==> config.mk <==
export PLATFORM = sky130hd
export DESIGN_NAME = masked_sbox_sched
export DESIGN_NICKNAME = d
export VERILOG_FILES = /design/src/rtl/skinny_mask_pkg.sv /design/src/rtl/sched_valid_pipe.sv /design/src/rtl/masked_sbox_sched.sv
export SDC_FILE = /design/constraint.sdc
export NUM_CORES = 1
export LEC_CHECK = 0
export ABC_AREA = 1
export CORE_MARGIN = 2
export CORE_UTILIZATION = 40
export CTS_CLUSTER_DIAMETER = 120
export CTS_CLUSTER_SIZE = 25
export DETAILED_ROUTE_END_ITERATION = 7
export PLACE_DENSITY_LB_ADDON = 0.05
export SETUP_SLACK_MARGIN = 0.05
export SLEW_MARGIN = 15
export SYNTH_ARGS = -nofsm -noshare
export SYNTH_HDL_FRONTEND = slang
export SYNTH_SLANG_ARGS = --single-unit
==> constraint.sdc <==
create_clock -name clk -period 3.9 [get_ports clk]
set_clock_uncertainty 0.2 [all_clocks]
set_input_delay 0.39 -clock clk [delete_from_list [all_inputs] [get_ports clk]]
set_output_delay 0.39 -clock clk [all_outputs]
set_load 0.02 [all_outputs]
==> src/rtl/skinny_mask_pkg.sv <==
// Shared types and helpers for the nibble-serial masked SKINNY-64 S-box scheduler.
package skinny_mask_pkg;

  localparam int SHARES      = 3;
  localparam int NIBBLE_W    = 4;
  localparam int MAX_NIBBLES = 64;

  typedef enum logic [1:0] {
    IDLE,
    FEED,
    DRAIN,
    FIN
  } sched_state_t;

  // Callers zero-pad narrower states up to MAX_NIBBLES nibbles.
  function automatic logic [NIBBLE_W-1:0] nibble_sel(
    input logic [NIBBLE_W*MAX_NIBBLES-1:0] vec,
    input int                              idx
  );
    return vec[idx*NIBBLE_W +: NIBBLE_W];
  endfunction

endpackage

==> src/rtl/sched_valid_pipe.sv <==
// Valid-bit shift register tracking which masked S-box pipeline slots hold real nibbles.
module sched_valid_pipe #(
  parameter int STAGES = 4
) (
  input  logic clk,
  input  logic rst,
  input  logic en,
  input  logic din,
  output logic tail
);

  logic [STAGES-1:0] pipe_reg;

  for (genvar gi = 0; gi < STAGES; gi++) begin : g_stage
    always_ff @(posedge clk) begin
      if (rst) begin
        pipe_reg[gi] <= 1'b0;
      end else if (en) begin
        if (gi == 0) begin
          pipe_reg[gi] <= din;
        end else begin
          pipe_reg[gi] <= pipe_reg[(gi == 0) ? 0 : gi-1];
        end
      end
    end
  end

  assign tail = pipe_reg[STAGES-1];

endmodule

==> src/rtl/masked_sbox_sched.sv <==
// Nibble-serial scheduler feeding one shared 3-share masked S-box and writing results back in place.
// Optional macro SBOX_IDLE_ZERO_EN: drive zero S-box inputs whenever the FSM is not in FEED.
module masked_sbox_sched
  import skinny_mask_pkg::*;
#(
  parameter int NIBBLES = 16,
  parameter int STAGES  = 4
) (
  input  logic                    clk,
  input  logic                    rst,
  input  logic                    start,
  input  logic [4*NIBBLES-1:0]    state_in_s0,
  input  logic [4*NIBBLES-1:0]    state_in_s1,
  input  logic [4*NIBBLES-1:0]    state_in_s2,
  output logic                    busy,
  output logic                    done,
  output logic [4*NIBBLES-1:0]    state_out_s0,
  output logic [4*NIBBLES-1:0]    state_out_s1,
  output logic [4*NIBBLES-1:0]    state_out_s2,
  output logic                    sbox_en,
  output logic [3:0]              sbox_in_s0,
  output logic [3:0]              sbox_in_s1,
  output logic [3:0]              sbox_in_s2,
  input  logic [3:0]              sbox_out_s0,
  input  logic [3:0]              sbox_out_s1,
  input  logic [3:0]              sbox_out_s2
);

  localparam int STATE_W = NIBBLE_W * NIBBLES;
  localparam int IDX_W   = (NIBBLES > 1) ? $clog2(NIBBLES) : 1;
  localparam logic [IDX_W-1:0] LAST = IDX_W'(NIBBLES - 1);

  sched_state_t     state_reg;
  logic [IDX_W-1:0] rd_idx_reg;
  logic [IDX_W-1:0] wr_idx_reg;
  logic             busy_reg;
  logic             done_reg;
  logic             tail;
  int               rd_sel;

  logic [STATE_W-1:0]  in_share       [SHARES];
  logic [STATE_W-1:0]  out_share      [SHARES];
  logic [NIBBLE_W-1:0] sbox_in_share  [SHARES];
  logic [NIBBLE_W-1:0] sbox_out_share [SHARES];

  assign in_share[0]       = state_in_s0;
  assign in_share[1]       = state_in_s1;
  assign in_share[2]       = state_in_s2;
  assign sbox_out_share[0] = sbox_out_s0;
  assign sbox_out_share[1] = sbox_out_s1;
  assign sbox_out_share[2] = sbox_out_s2;

  assign state_out_s0 = out_share[0];
  assign state_out_s1 = out_share[1];
  assign state_out_s2 = out_share[2];
  assign sbox_in_s0   = sbox_in_share[0];
  assign sbox_in_s1   = sbox_in_share[1];
  assign sbox_in_s2   = sbox_in_share[2];

  assign busy    = busy_reg;
  assign sbox_en = busy_reg;
  assign done    = done_reg;

  always_comb begin
    rd_sel = int'(rd_idx_reg);
    if (rd_sel > NIBBLES - 1) begin
      rd_sel = NIBBLES - 1;
    end
  end

  sched_valid_pipe #(
    .STAGES (STAGES)
  ) u_valid_pipe (
    .clk  (clk),
    .rst  (rst),
    .en   (busy_reg),
    .din  (state_reg == FEED),
    .tail (tail)
  );

  always_ff @(posedge clk) begin
    if (rst) begin
      state_reg  <= IDLE;
      rd_idx_reg <= '0;
      wr_idx_reg <= '0;
      busy_reg   <= 1'b0;
      done_reg   <= 1'b0;
    end else begin
      done_reg <= 1'b0;
      case (state_reg)
        IDLE: begin
          if (start) begin
            state_reg  <= FEED;
            rd_idx_reg <= '0;
            wr_idx_reg <= '0;
            busy_reg   <= 1'b1;
          end
        end
        FEED: begin
          if (rd_idx_reg == LAST) begin
            state_reg <= DRAIN;
          end else begin
            rd_idx_reg <= rd_idx_reg + 1'b1;
          end
        end
        DRAIN: begin
          if (tail && (wr_idx_reg == LAST)) begin
            state_reg <= FIN;
            busy_reg  <= 1'b0;
            done_reg  <= 1'b1;
          end
        end
        FIN: begin
          state_reg <= IDLE;
        end
        default: begin
          state_reg <= IDLE;
        end
      endcase
      // Results can already return while later nibbles are still being fed.
      if (tail && (wr_idx_reg != LAST)) begin
        wr_idx_reg <= wr_idx_reg + 1'b1;
      end
    end
  end

  // Each share has its own source, mux and write-back path; only the indices are shared.
  for (genvar gi = 0; gi < SHARES; gi++) begin : g_share
    logic [STATE_W-1:0]              src_reg;
    logic [STATE_W-1:0]              out_reg;
    logic [NIBBLE_W*MAX_NIBBLES-1:0] src_pad;
    logic [NIBBLE_W-1:0]             sel_nib;

    always_comb begin
      src_pad                 = '0;
      src_pad[STATE_W-1:0]    = src_reg;
`ifdef SBOX_IDLE_ZERO_EN
      sel_nib = (state_reg == FEED) ? nibble_sel(src_pad, rd_sel) : '0;
`else
      sel_nib = nibble_sel(src_pad, rd_sel);
`endif
    end

    always_ff @(posedge clk) begin
      if (rst) begin
        src_reg <= '0;
        out_reg <= '0;
      end else begin
        if ((state_reg == IDLE) && start) begin
          src_reg <= in_share[gi];
        end
        if (tail) begin
          out_reg[int'(wr_idx_reg)*NIBBLE_W +: NIBBLE_W] <= sbox_out_share[gi];
        end
      end
    end

    assign sbox_in_share[gi] = sel_nib;
    assign out_share[gi]     = out_reg;
  end

endmodule

==> run metrics, run 1 <==
Longest Clk Path Bufs=3; TritonCTS clock tree=built; Post-CTS Hold Fix Bufs=0; Final Wtd Congestion=0.881; endpoints failing setup=0; initial antenna violation count=3; Metal-1 WL=25,000 um; total CTS buffers=19; starting density of the core=40.3%; placed insts=3,291; register area share after synthesis=46.5%; Top Metal Used=met5; Crit Path Max Fanout=55; dpl ws=0.703 ns; area grow syn2layout=27.9%; Worst-path clk slew=0.10 ns; fin crit period=3.63 ns; total negative slack=0 ns; Total GRT Usage=25.1%; met2 WL=28,800 um; fmax=275 MHz; Cells after Synth=2,490; Placed Area=21,500 sq um; met3 WL post-DR=4080 um; Worst Setup End Kind=output port; kind of critical path=reg -> out; most frequent cells in the layout=nor2_1, clkdlybuf4s50_1, dfxtp_1; Pleak=9.00 nW; Seq cells post-synth=400; EDFF count, synth=0; worst-margin pin slew=0.935 ns; crit share post-route=93.2%; # fillers=4,248; status=finished, final reports clean; WP data required=3.31 ns; top_reg_cell synth=dfxtp_1; DRC=0; most common cell after layout, fill and taps aside=nor2_1; critical path cell sequence=buf_4 > o21ai_0 > o211ai_1 > nand3_1 > nand2_1 > clkdlybuf4s50_1; Layout Cells excl Fill=3,313; max_cap viols=0; syn avg cell area=6.92 sq um; die height=212 um; first-pass GRT wire length=88,900 um; Port Buf Inserts=413; vias per cell=5.11; setup ws final=0.266 ns; Hold Vio Cnt, Final=0; Min-Delay Path Class=reg -> reg; root buf cell=clkbuf_16; CTS H-tree lvls=1; cts repair resizes=0; Worst path max stage delay=0.70 ns; clock latency on the worst-skew pair=0.55 ns; Routed WL per cell=17.8 um; Largest register FFs=192; wirelength, routed=58,800 um; unrepaired setup endpoints after global routing=false; dominant cell type by area after synthesis=dfxtp_1; asr flop ratio synth=0%; CP max stage cell=dfxtp_4; Num Clock Sinks=400; Yosys cell types=33; share of cells above drive strength 1=2.78%; Post-Syn Area=17,200 sq um; total gr overflow=0; number of cell rows=76; post-synthesis net count=2,704; Yosys top cell area share=46.5%; Peak VDD IR=0.253 mV; I/O Pins=414; core area=42,800 sq um; PD cells=485 nW/um^2; CP Launch Type=flop; top post-synthesis cells by area=dfxtp_1, nor2_1, o21ai_0; Final Power=0.0107 W; number of global-route vias before repair=15,700; first-pass iteration count of the detailed router=5; WP data arrival=3.04 ns; pins over their slew limit=0; DIE WIDTH=212 um; die area=44,700 sq um; final instance area=22,000 sq um; Layout Nets=2,980; final antenna-violating net count=0; via count=16,900; largest net degree at the start of global routing=186; first-iteration detailed-routing DRC count=1,319; post-CTS setup buffers=0; Synth Warn #=0; Max-slew headroom=37.5%; HPWL Detailed=40,900 um
[report_power, final]
group          internal, W  switching, W  total (W)  leakage [nW]
Clock             0.000889       0.00133    0.00222         0.240
Combinational      0.00118       0.00225    0.00343          5.49
Sequential         0.00471      0.000339    0.00504          3.27
[Yosys cell counts, drive strengths merged (2+ instances only)]
cell type,count
clkbuf,116
o221ai,8
o211ai,40
nand4,11
ha,7
a21oi,180
buf,68
inv,163
xor2,2
nand3,46
nor2,737
nand2,287
clkinv,2
nor3,35
o21ai,386
dfxtp,400
[layout make-up]
type                       instances  area [sq um]  area share [%]
antenna                            1          2.50          0.0114
clock inverter                     1          8.76          0.0398
tap                              546           683            3.10
inverter                         165           632            2.87
sequential                       400          8010            36.4
multi-input combinational       1741          7820            35.5
timing repair buffer             439          4390            19.9
clock buffer                      20           479            2.18
[kinds of logic (layout without fill, tap and decap cells)]
kind of cell	after synthesis	count (layout)	share of synthesized area, %
DFF	400	400	46.5
buffers and inverters	349	625	8.20
and+or+nand+nor	1117	1117	25.9
xor gates and xnor gates	3	3	0.240
adders and majority gates	7	7	0.508
other	0	1	0
AOI/OAI and AO/OA	614	614	18.7
[through the flow]
stage	hold slack, ns	util, %
floorplan	0.230	-
global placement	0.240	50.3
detailed placement	0.248	50.3
CTS	0.237	51.5
global route	0.270	51.5
finish	0.257	51.5
[metal layers]
layer / vias to the layer above / global-route usage, %
met2: 491 / 44.3
met1: 7889 / 31.8
met5: - / 0
li1: 8487 / -
met4: 4 / 4.88
met3: 61 / 5.10
[worst max-delay path, delay by kind of cell, from the launching register on]
kind / cells / cell delay, ns
and+or+nand+nor: 2 / 0.28
buffers and inverters: 2 / 1.06
AOI/OAI and AO/OA: 2 / 0.42
DFF: 1 / 0.70
[path summary, 6_finish.rpt]
path	start	end	slack, ns	depth (start not counted)
worst max-delay path	rd_idx_reg[0]	sbox_in_s2[0]	0.27	6
worst min-delay path	g_share[2].src_reg[7]	g_share[2].src_reg[7]	0.26	2
worst max register to register	wr_idx_reg[2]	state_out_s2[21]	0.67	9
worst min register to register	g_share[2].src_reg[7]	g_share[2].src_reg[7]	0.26	2
Note: power is estimated with default switching activity, not from simulation.
==> run 2, diff against run 1 <==
Settings changed: ABC_CLOCK_PERIOD_IN_PS from default to 3900.
==> results of run 2 <==
No change in the layout: final DEF, timing and power equal those of run 1.
==> edit 1 (config.mk and constraints of run 2) <==
Re-encode `sched_state_t` (4 states) as one-hot, 4 bits wide.
--- a/src/rtl/skinny_mask_pkg.sv
+++ b/src/rtl/skinny_mask_pkg.sv
@@ -5,11 +5,11 @@
   localparam int NIBBLE_W    = 4;
   localparam int MAX_NIBBLES = 64;
 
-  typedef enum logic [1:0] {
-    IDLE,
-    FEED,
-    DRAIN,
-    FIN
+  typedef enum logic [3:0] {
+    IDLE  = 4'b0001,
+    FEED  = 4'b0010,
+    DRAIN = 4'b0100,
+    FIN   = 4'b1000
   } sched_state_t;
 
   // Callers zero-pad narrower states up to MAX_NIBBLES nibbles.
Behaviour: no difference found for any inputs over 4 cycles, from zero or initial values and one cycle with rst high; so few cycles prove little.
==> edit 1 against run 2 <==
- cell area stayed put
- non-clock buffer count is 9 lower
- via count down 0.67%
- highest routed layer unchanged
- wire length grew 1.7%
- hold slack worse by 0.13 ns
- worst setup slack better by 0.038 ns
- die area down 0.28%
- sequential cell count rose by 2
- critical endpoint is now sbox_in_s1[1]
- count of clock-buffer cells in the layout is 2 higher
- synthesized area shrank 0.28%
Power is not compared: it rests on default switching activity, and its combinational part moved more than twofold at a synthesized area within 25%.
==> edit 1: results (changes against run 2) <==
[run_status]
status=finished, final reports clean  ; unchanged

[logic_synthesis]
synth.area.top_cells=dfxtp_1 (47%), nand2_1 (10%), a21oi_1 (9.5%)  ; was dfxtp_1 (46%), nor2_1 (16%), o21ai_0 (11%)
synthAdderAreaFrac_pct=0.291  ; was 0.508%
syn_inst=2471  ; was 2490
synth_nets=2682  ; was 2704
synth_compound_gate_area_share_pct=17.6  ; was 18.7%
synth_flop_cell=dfxtp_1  ; unchanged
yosysMostFrequentCell=nand2_1  ; was nor2_1
synth_seq_area_share_pct=46.8  ; was 46.5%
ys_types=30  ; was 33
synth_xor_area_share_pct=0  ; was 0.240%
synthTopCellsByCount=nand2_1 (466), nor2_1 (403), dfxtp_1 (402)  ; was nor2_1 (730), dfxtp_1 (400), o21ai_0 (385)

[clock_network]
postCtsResizedCells=0  ; unchanged
numCtsBuffers=20  ; was 19
cts_setup_buffers=0  ; unchanged

[critical_path]
critPathTopFamily=buffers and inverters  ; unchanged
cp_max_fo=40  ; was 55
cpMaxStageDelayCell=dfxtp_2  ; was dfxtp_4
worstPathArrival_ns=3.01  ; was 3.04 ns
slowest_delay_ns=0.69

[finish]
nets=2960  ; was 2980
largest_register_ffs=192  ; unchanged
instances_no_fill=3292  ; was 3313
drive_above_1_share_pct=3.42  ; was 2.78%

[placement]
placed_cells=3266  ; was 3291
place_area_sq_um=21500  ; about the same
gp_congestion=0.883  ; was 0.881
io_buffers=413  ; unchanged
dp_hpwl_mm=41.8  ; was 40.9 mm

[detailed_routing]
routedLengthMet1_mm=26.3  ; was 25.0 mm
via_count=16800  ; was 16900
first_pass_iters=5  ; unchanged
wl_met2_mm=27.2  ; was 28.8 mm
routed_wl_mm=59.8  ; was 58.8 mm
drt_iter0_markers=1368  ; was 1319
routed.top_layer=met5  ; unchanged
wl_met3_mm=4.43  ; was 4.08 mm

[power]
peakVddDrop_uv=278
switchingPower_mw=2.34

[grt]
grt_pass1_vias=15900  ; was 15700
grt_pass1_wl_mm=90.3  ; was 88.9 mm
grt_antenna_before_repair=6  ; was 3
grt_usage_pct=25.8  ; was 25.1%
grt_max_degree=290  ; was 186

[sta]
max-slew-margin-rel_pct=11.7  ; was 37.5%
finalMaxSlewViolations=0  ; unchanged

[worst_hold_path]
min-delay-path-class=input port to flop  ; was flop to flop

edit 1: worst reg2reg max path, delay by kind of cell (launching register included):
kind	cells	cell delay [ns]
AND/OR/NAND/NOR	6	1.59
buffers and inverters	2	0.31
flip-flops	1	0.42
adder cells (fa/ha/maj)	1	0.31
edit 1: logic make-up after synthesis:
family / Yosys count
and+or+nand+nor: 1065
DFF: 402
adders and majority gates: 4
buffers and inverters: 402
AOI/OAI and AO/OA: 598
edit 1: worst paths after layout:
| path | slack [ns] | cells after the start | to | start |
|---|---|---|---|---|
| max | 0.30 | 7 | sbox_in_s1[1] | rd_idx_reg[1] |
| min | 0.12 | 2 | g_share[0].src_reg[3] | rst |
| max reg2reg | 0.98 | 9 | state_out_s2[7] | wr_idx_reg[0] |
| min reg2reg | 0.26 | 2 | g_share[1].src_reg[6] | g_share[1].src_reg[6] |
edit 1: metal layers:
layer,up-vias,GRT usage [%]
li1,8410,-
met1,7784,35.0
met2,527,41.5
met3,91,4.64
met4,6,8.50
met5,-,0
edit 1: power by group through the flow:
stage / logic, mW / clock network (mW) / registers (mW)
after floorplan: 0.838 / 0 / 4.46
after global placement: 1.37 / 0 / 4.48
after detailed placement: 1.39 / 0 / 4.49
after CTS: 1.39 / 2.44 / 4.39
after global routing: 1.54 / 2.57 / 4.41
final: 1.39 / 2.37 / 4.39
edit 1: metrics by stage:
step	power (mW)	setup WS, ns
after floorplan	5.30	1.61
after global placement	5.86	0.941
after detailed placement	5.87	0.908
after CTS	8.23	0.291
after global routing	8.52	0.0735
final	8.15	0.303
edit 1: layout make-up:
| cell class | count | area, sq um |
|---|---|---|
| fillers | 4168 | 20100 |
| diodes | 3 | 7.51 |
| clock inverters | 1 | 30.0 |
| inverters | 228 | 865 |
| well taps | 539 | 674 |
| clock buffers | 22 | 529 |
| flip-flops and latches | 402 | 8050 |
| repair buffers | 430 | 4320 |
| multi-input cells | 1667 | 7550 |
==> edit 2 (flow settings as in run 2) <==
Without the edit above. Add a define of `SBOX_IDLE_ZERO_EN`.
--- a/src/rtl/masked_sbox_sched.sv
+++ b/src/rtl/masked_sbox_sched.sv
@@ -1,5 +1,7 @@
 // Nibble-serial scheduler feeding one shared 3-share masked S-box and writing results back in place.
 // Optional macro SBOX_IDLE_ZERO_EN: drive zero S-box inputs whenever the FSM is not in FEED.
+`define SBOX_IDLE_ZERO_EN
+
 module masked_sbox_sched
   import skinny_mask_pkg::*;
 #(
Formal check against the unedited RTL: same outputs for any inputs over 4 cycles, from zero or initial values and one cycle with rst high; that may be too few to reach the edited logic, so the function may still have changed.
==> edit 2 against run 2 <==
- synthesized area up 2.2%
- largest power group unchanged
- synthesized cell count up 4.6%
- largest cell class is now multi-input combinational cells
- cell area grew 1.9%
- count of clock-buffer cells in the layout did not move
- sequential cell count is the same
- total power grew 1.2%
- global-route usage rose by 0.79 points
- worst setup slack lost 0.034 ns
- fmax fell by 0.91%
- cell count grew 4.6%
- wire length rose by 4.8%
==> edit 2: results (changes against run 2) <==
[placement]
dp_hpwl_mm=42.4  ; was 40.9 mm
place_area_sq_um=21900  ; was 21500 sq um

[critical_path]
worstPathArrival_ns=3.08  ; was 3.04 ns
cpMaxStageDelayCell=inv_2  ; was dfxtp_4
cp_max_fo=45  ; was 55
reg2reg_slack_ns=0.57  ; was 0.67 ns

[power]
peakVddDrop_uv=249  ; was 253 uV
p_leak_nw=9.34  ; was 9.00 nW

[finish]
drive_above_1_share_pct=3.62  ; was 2.78%
num-fill-cells=4357  ; was 4248
nets=3090  ; was 2980

[grt]
grt_pass1_wl_mm=92.2  ; was 88.9 mm
grt_pass1_vias=16200  ; was 15700
grt_antenna_before_repair=8  ; was 3
grt_max_degree=177  ; was 186

[worst_hold_path]
min_from=sbox_out_s2[2]  ; was g_share[2].src_reg[7]
min-delay-path-class=input port to flop  ; was flop to flop

[logic_synthesis]
synth_xor_area_share_pct=0.0498  ; was 0.240%
synth_seq_area_share_pct=45.5  ; was 46.5%
synthTopCellsByCount=nor2_1 (908), dfxtp_1 (400), o21ai_0 (382)  ; was nor2_1 (730), dfxtp_1 (400), o21ai_0 (385)
synth_area_per_cell_sq_um=6.76  ; was 6.92 sq um
synthAdderAreaFrac_pct=0.498  ; was 0.508%

[run_status]
status=finished, final reports clean  ; unchanged

[sta]
tightest_slew_ns=0.995  ; was 0.935 ns
hold_slack_ns=0.239  ; was 0.257 ns

[detailed_routing]
avgRoutedWirePerCell_um=17.8  ; about the same

[edit 2: cell types whose count changed after synthesis, sizes merged, moves of 16 or more]
cell	delta
o211ai	-25
nor2	+183
nand3	+27
a21oi	-77
inv	-16
[edit 2: logic make-up (layout without fill, tap and decap cells)]
group	after synthesis	after routing
simple gates	1333	1333
compound gates	524	524
flops	400	400
buf+inv	339	611
fa+ha+maj	7	7
xor+xnor	1	1
other cells	0	4
[edit 2: routing by layer]
layer  vias up  share of wire, %  track usage [%]
met5         -             0.078                0
li1       8769                 -                -
met1      8024                42             33.2
met3        93               8.4             6.46
met4         8               3.4             8.72
met2       547                46             42.6
[edit 2: final cells by class]
type / instances / area [sq um] / area share, %
Antenna cell: 4 / 10.0 / 0.0446
Clock buffer: 20 / 479 / 2.14
Clock inverter: 1 / 8.76 / 0.0390
Inverter: 154 / 594 / 2.65
Multi-Input combinational cell: 1865 / 8210 / 36.6
Sequential cell: 400 / 8010 / 35.7
Tap cell: 585 / 732 / 3.26
Timing Repair Buffer: 436 / 4390 / 19.6
[edit 2: timing repair]
action | CTS | global route
gates cloned | 0 | 0
endpoints found under the setup margin | 5 | 7
resized for setup | 1 | 0
setup buffers | 0 | 1
[edit 2: power by group]
group,switching [mW],internal (mW)
Sequential,0.327,4.71
Combinational,2.41,1.14
Clock,1.34,0.889
Total,4.08,6.74
[edit 2: how the worst max path moves through the flow]
| stage | startpoint | endpoint |
|---|---|---|
| after global routing | rd_idx_reg[1] | sbox_in_s2[2] |
| after global placement | rd_idx_reg[0] | sbox_in_s1[2] |
| after detailed placement | wr_idx_reg[0] | state_out_s0[50] |
| after floorplan | wr_idx_reg[0] | state_out_s1[5] |
| final | rd_idx_reg[1] | sbox_in_s2[2] |
| after CTS | rd_idx_reg[0] | sbox_in_s0[0] |
